**config.mk**
```make
export PLATFORM = sky130hd
export DESIGN_NAME = spi_flash_line_buffer
export DESIGN_NICKNAME = d
export VERILOG_FILES = /design/src/rtl/spi_flash_line_buffer.sv
export SDC_FILE = /design/constraint.sdc
export NUM_CORES = 1
export LEC_CHECK = 0
export CORE_ASPECT_RATIO = 1.25
export CORE_MARGIN = 1.5
export CORE_UTILIZATION = 60
export CTS_CLUSTER_DIAMETER = 60
export CTS_CLUSTER_SIZE = 25
export DETAILED_ROUTE_END_ITERATION = 10
export PLACE_DENSITY = 0.91
export SLEW_MARGIN = 15
export SYNTH_ARGS = -nofsm -noshare
export SYNTH_HDL_FRONTEND = slang
export SYNTH_SLANG_ARGS = --single-unit
```
**constraint.sdc**
```tcl
create_clock -name clk -period 4 [get_ports clk]
set_input_delay 1.2 -clock clk [delete_from_list [all_inputs] [get_ports clk]]
set_output_delay 1.2 -clock clk [all_outputs]
set_load 0.05 [all_outputs]
```
**src/rtl/spi_flash_line_buffer.sv**
```systemverilog
// Single-line instruction prefetch buffer in front of the SPI flash controller.
// A miss fetches a whole aligned line byte by byte. In-line hits are then served in one cycle.
module spi_flash_line_buffer #(
    parameter int LINE_BYTES = 16,
    parameter int ADDR_WIDTH = 24
) (
    input  logic                  clk,
    input  logic                  rst,
    input  logic                  chipSel,
    input  logic                  readMem,
    input  logic [ADDR_WIDTH-1:0] addressBus,
    output logic [7:0]            dataOut,
    output logic                  ready,
    input  logic                  invalidate,
    output logic                  flashCS,
    output logic                  flashRead,
    output logic [ADDR_WIDTH-1:0] flashAddr,
    input  logic [7:0]            flashData,
    input  logic                  flashReady,
    output logic [15:0]           missCount
);
    localparam int OFS = $clog2(LINE_BYTES);
    localparam int TAG_W = ADDR_WIDTH - OFS;
    localparam logic [OFS-1:0] LAST_IDX = '1;

    typedef enum logic [2:0] {IDLE, RESP, FILL_REQ, FILL_GAP, FILL_DONE} stateT;

    stateT state, stateNext;

    logic [7:0]            lineMem [LINE_BYTES];
    logic [TAG_W-1:0]      tagReg;
    logic                  valid;
    logic                  invPend;
    logic [ADDR_WIDTH-1:0] reqAddr;
    logic [OFS-1:0]        fillIdx;

    logic request;
    logic hit;

    assign request = chipSel & readMem;
    // A concurrent invalidate forces the request down the miss path.
    assign hit = valid & (addressBus[ADDR_WIDTH-1:OFS] == tagReg) & ~invalidate;

    assign ready     = (state == RESP);
    assign flashCS   = (state == FILL_REQ);
    assign flashRead = (state == FILL_REQ);
    assign flashAddr = (state == FILL_REQ) ? {reqAddr[ADDR_WIDTH-1:OFS], fillIdx} : '0;

    always_comb begin
        stateNext = state;
        case (state)
            IDLE:      if (request) stateNext = hit ? RESP : FILL_REQ;
            RESP:      stateNext = IDLE;
            FILL_REQ:  if (flashReady) stateNext = FILL_GAP;
            FILL_GAP:  stateNext = (fillIdx == LAST_IDX) ? FILL_DONE : FILL_REQ;
            FILL_DONE: stateNext = RESP;
            default:   stateNext = IDLE;
        endcase
    end

    always_ff @(posedge clk) begin
        if (rst) begin
            state     <= IDLE;
            valid     <= 1'b0;
            invPend   <= 1'b0;
            fillIdx   <= '0;
            dataOut   <= 8'h00;
            missCount <= 16'h0000;
        end else begin
            state <= stateNext;
            case (state)
                IDLE: begin
                    if (invalidate) valid <= 1'b0;
                    if (request) begin
                        if (hit) begin
                            dataOut <= lineMem[addressBus[OFS-1:0]];
                        end else begin
                            fillIdx <= '0;
                            invPend <= 1'b0;
                            valid   <= 1'b0;
                            if (missCount != 16'hFFFF) missCount <= missCount + 16'd1;
                        end
                    end
                end
                RESP: begin
                    if (invalidate) valid <= 1'b0;
                end
                FILL_REQ: begin
                    if (invalidate) invPend <= 1'b1;
                end
                FILL_GAP: begin
                    if (invalidate) invPend <= 1'b1;
                    if (fillIdx != LAST_IDX) fillIdx <= fillIdx + OFS'(1);
                end
                FILL_DONE: begin
                    // An invalidate anywhere in the fill leaves the line unusable for later hits.
                    valid   <= ~(invPend | invalidate);
                    dataOut <= lineMem[reqAddr[OFS-1:0]];
                end
                default: ;
            endcase
        end
    end

    // Line storage, tag and captured address carry no reset.
    always_ff @(posedge clk) begin
        if (state == IDLE && request && !hit) reqAddr <= addressBus;
        if (state == FILL_REQ && flashReady) lineMem[fillIdx] <= flashData;
        if (state == FILL_DONE) tagReg <= reqAddr[ADDR_WIDTH-1:OFS];
    end

endmodule

```
==> impl_results.md <==
* Outcome: finished, final reports clean
* Clock Path Buffers at 3
* Worst-skew pair later-pin latency at 0.49 ns
* Num CTS Buffers at 14
* Max Slew Vio Count at 0
* Synthesis-to-finish area growth at 15.70%
* Initial Util at 61.82%
* I/O pins at between 80 and 90
* Worst hold path type: flop to flop
* Worst EP arrival at 2.72 ns
* Seq/Total Area, Yosys at between 60% and 70%
* Main combinational cell family by area after synthesis: multiplexers
* Peak supply drop at approximately 0.44 mV
* Met3 WL at between 2000 and 2500 um
* PD cells at 388.6 mW/mm^2
* CTS tree: built
* # port buffers at 88
* Crit path kind: flop to output pin
* CP cell instances: inv_1 -> nor3_4 -> buf_4 -> and2_1 -> clkdlybuf4s50_1
* Total wire length at 23,710 um
* Share of layout cells above drive strength 1 at 16.20%
* Hold Crit Depth at 0
* Setup TNS at 0 ns
* CP Capture Type: output pin
* Routed met1 length at 8016 um
* DRT antenna net count at 0
* Max frequency at 255.3 MHz
* Post-Syn Instances at 594
* Initial antenna violation count at 0
* Via/cell ratio at 6.820
* Clock slew at reported path FFs at 0.09 ns
* Die X at ~120 um
* Mapped Area at 0.009704 mm^2
* Cell depth of the worst flop-to-flop path at 6
* Max Used Layer: met4
* Synth Area in Adders at 0.6447%
* Fin crit period at 3.917 ns
* Max cap viols at 0
* Vias in the first global route at 6,210
* Clk sinks at approximately 210
* Row count at 51
* 1st-pass router iterations at 7
* DR vias at just over 6,000
* Met2 Wirelength at 12,210 um
* Synth Register Bits at 209
* Ys async rst share at 0%
* Simple-gate share of the synthesized area at between 8 and 9%
* Xor and xnor fraction of the mapped netlist area at 1.986%
* Post-synth EDFFs at roughly 170
* Iter 0 DRT Violations at 846
* Worst stage delay on the critical path at 0.79 ns
* Dpl hpwl at ~15,000 um
* Clock H-tree levels at 1
* Ant diodes at 0
* Synth Area per Inst at ~16 um^2
* Post-synthesis compound-gate area fraction at 4.667%
* Syn nets at around 640
* R2r setup slk at 1.09 ns
* CP Data Required Time at 2.80 ns
* Mux cell area share after synthesis at about 20%
* CORE AREA at 0.01570 mm^2
* Final period util at 97.91%
* Final Skew at 0.02127 ns
* Die Ht at 145.2 um
* Nets@finish at 714
* Slowest cell on crit path: clkdlybuf4s50_1
* Grt ovf at 0
* Worst-margin pin slew at 1.127 ns
* Drc violations at 0
* Filler cells at 914
* Die area at 0.01695 mm^2
* Top_reg_cell synth: edfxtp_1
* YS warnings at 0
* Routed WL per cell at ~27 um
* Power Total at 4363 uW
* Leakage at 0.003847 uW
* RSZ-0062 raised after global routing: no
* First-pass GRT wire length at 35,970 um
* Root buffer cell: clkbuf_16
* GR Util All Layers at 28.79%
* Crit start category: flop
* Hold Vio Cnt, Final at 0
* Unique masters post-synth at 54
* Largest net degree at the start of global routing at 32
* Worst rel slew slack at 24.80%
* Crit path max fanout at 16
* RePlAce Congestion at 0.8479
* Setup Viol. Count Final at 0
## metrics by stage
step                hold WS, ns  setup slack, ns  utilization, %  instances  instance area (um^2)
detailed placement       0.4226           0.3685           68.17        867                 10700
CTS                      0.4425          0.06617           71.32        891                 11200
floorplan                0.4174           0.7541               -        594                  9704
global placement         0.4252           0.5058           68.17        867                 10700
global route             0.4545         0.003762           71.53        891                 11230
finish                   0.4460          0.08349           71.53        891                 11230
## critical path: cells and delay by family (launching register included)
| family | cells | cell delay (ns) |
|---|---|---|
| buffers and inverters | 3 | 1.27 |
| flip-flops | 1 | 0.48 |
| AND/OR/NAND/NOR | 2 | 0.49 |
## final timing paths
path / start / to
max: state[1] / flashAddr[19]
min: reqAddr[15] / tagReg[11]
max reg2reg: state[1] / lineMem[9][2]
min reg2reg: reqAddr[15] / tagReg[11]
## logic make-up (layout without fill, tap and decap cells)
kind of cell | Yosys count | after routing
XOR/XNOR | 22 | 22
buffers and inverters | 50 | 135
adder cells (fa/ha/maj) | 5 | 5
flip-flops | 209 | 209
multiplexers | 94 | 94
AND/OR/NAND/NOR | 148 | 148
AO/OA/AOI/OAI | 66 | 66
## Yosys cell counts (5+ instances only)
master / instances / area, um^2
clkbuf_1: 13 / 48.80
buf_6: 6 / 67.56
nor4_1: 7 / 43.79
mux4_2: 62 / 1396
nor2_1: 10 / 37.54
or3_1: 13 / 81.33
mux4_1: 13 / 341.6
nand2_1: 23 / 86.33
buf_2: 11 / 55.05
a221oi_2: 6 / 90.09
ha_1: 5 / 62.56
nand4_1: 13 / 81.33
dfxtp_1: 37 / 740.7
nor2b_1: 7 / 43.79
and2_1: 40 / 250.2
a21oi_1: 30 / 150.1
edfxtp_1: 172 / 5165
xor2_1: 19 / 166.4
o21ai_0: 12 / 60.06
mux2i_1: 11 / 110.1
nand3_1: 11 / 55.05
inv_1: 13 / 48.80
## layout by cell type, fill, tap and decap left out, drive strengths merged, types with 5 or more instances in the layout
cell type	synthesis	routed
buf	23	11
ha	5	5
dfxtp	37	37
nor2b	7	7
a221oi	8	8
edfxtp	172	172
dlymetal6s2s	0	13
mux4	76	76
clkdlybuf4s50	0	74
o21ai	12	12
a21oi	30	30
nor2	10	10
mux2i	11	11
nand2	23	23
clkbuf	13	17
xor2	19	19
nand3	11	11
inv	13	16
nand4	13	13
and2	41	41
or3	13	13
mux2	7	7
nor4	7	7
## repair_timing
action	in CTS	in global routing
setup endpoints to repair	14	13
setup buffers	0	0
hold buffers	0	0
pin swaps	0	0
gates resized for setup	1	13
## registers in the layout (all words and copies together) (netlist names), named ones only
signal     count
dataOut        8
tagReg        20
fillIdx        4
lineMem      128
reqAddr       24
state          3
missCount     16
valid          1
invPend        1
## report_power, final
| group | internal [uW] | leakage, uW | switching, uW |
|---|---|---|---|
| Sequential | 2370 | 0.00185 | 34.0 |
| Combinational | 186 | 0.00176 | 212 |
| Clock | 787 | 0.000236 | 772 |
## layout make-up
type | instances | area [um^2] | area share (%)
flip-flops and latches | 209 | 5907 | 52.61
multi-input cells | 335 | 3523 | 31.38
repair buffers | 98 | 996.0 | 8.870
clock buffers | 17 | 382.9 | 3.410
well taps | 212 | 265.3 | 2.362
clock inverters | 7 | 105.1 | 0.9360
inverters | 13 | 48.80 | 0.4346
## metal layers
layer / track usage [%] / vias up
met5: 0 / -
met4: 12.47 / 0
met3: 7.018 / 95
met2: 48.83 / 399
met1: 34.74 / 3041
li1: - / 2542
No activity file was read; power rests on OpenSTA's default activity.
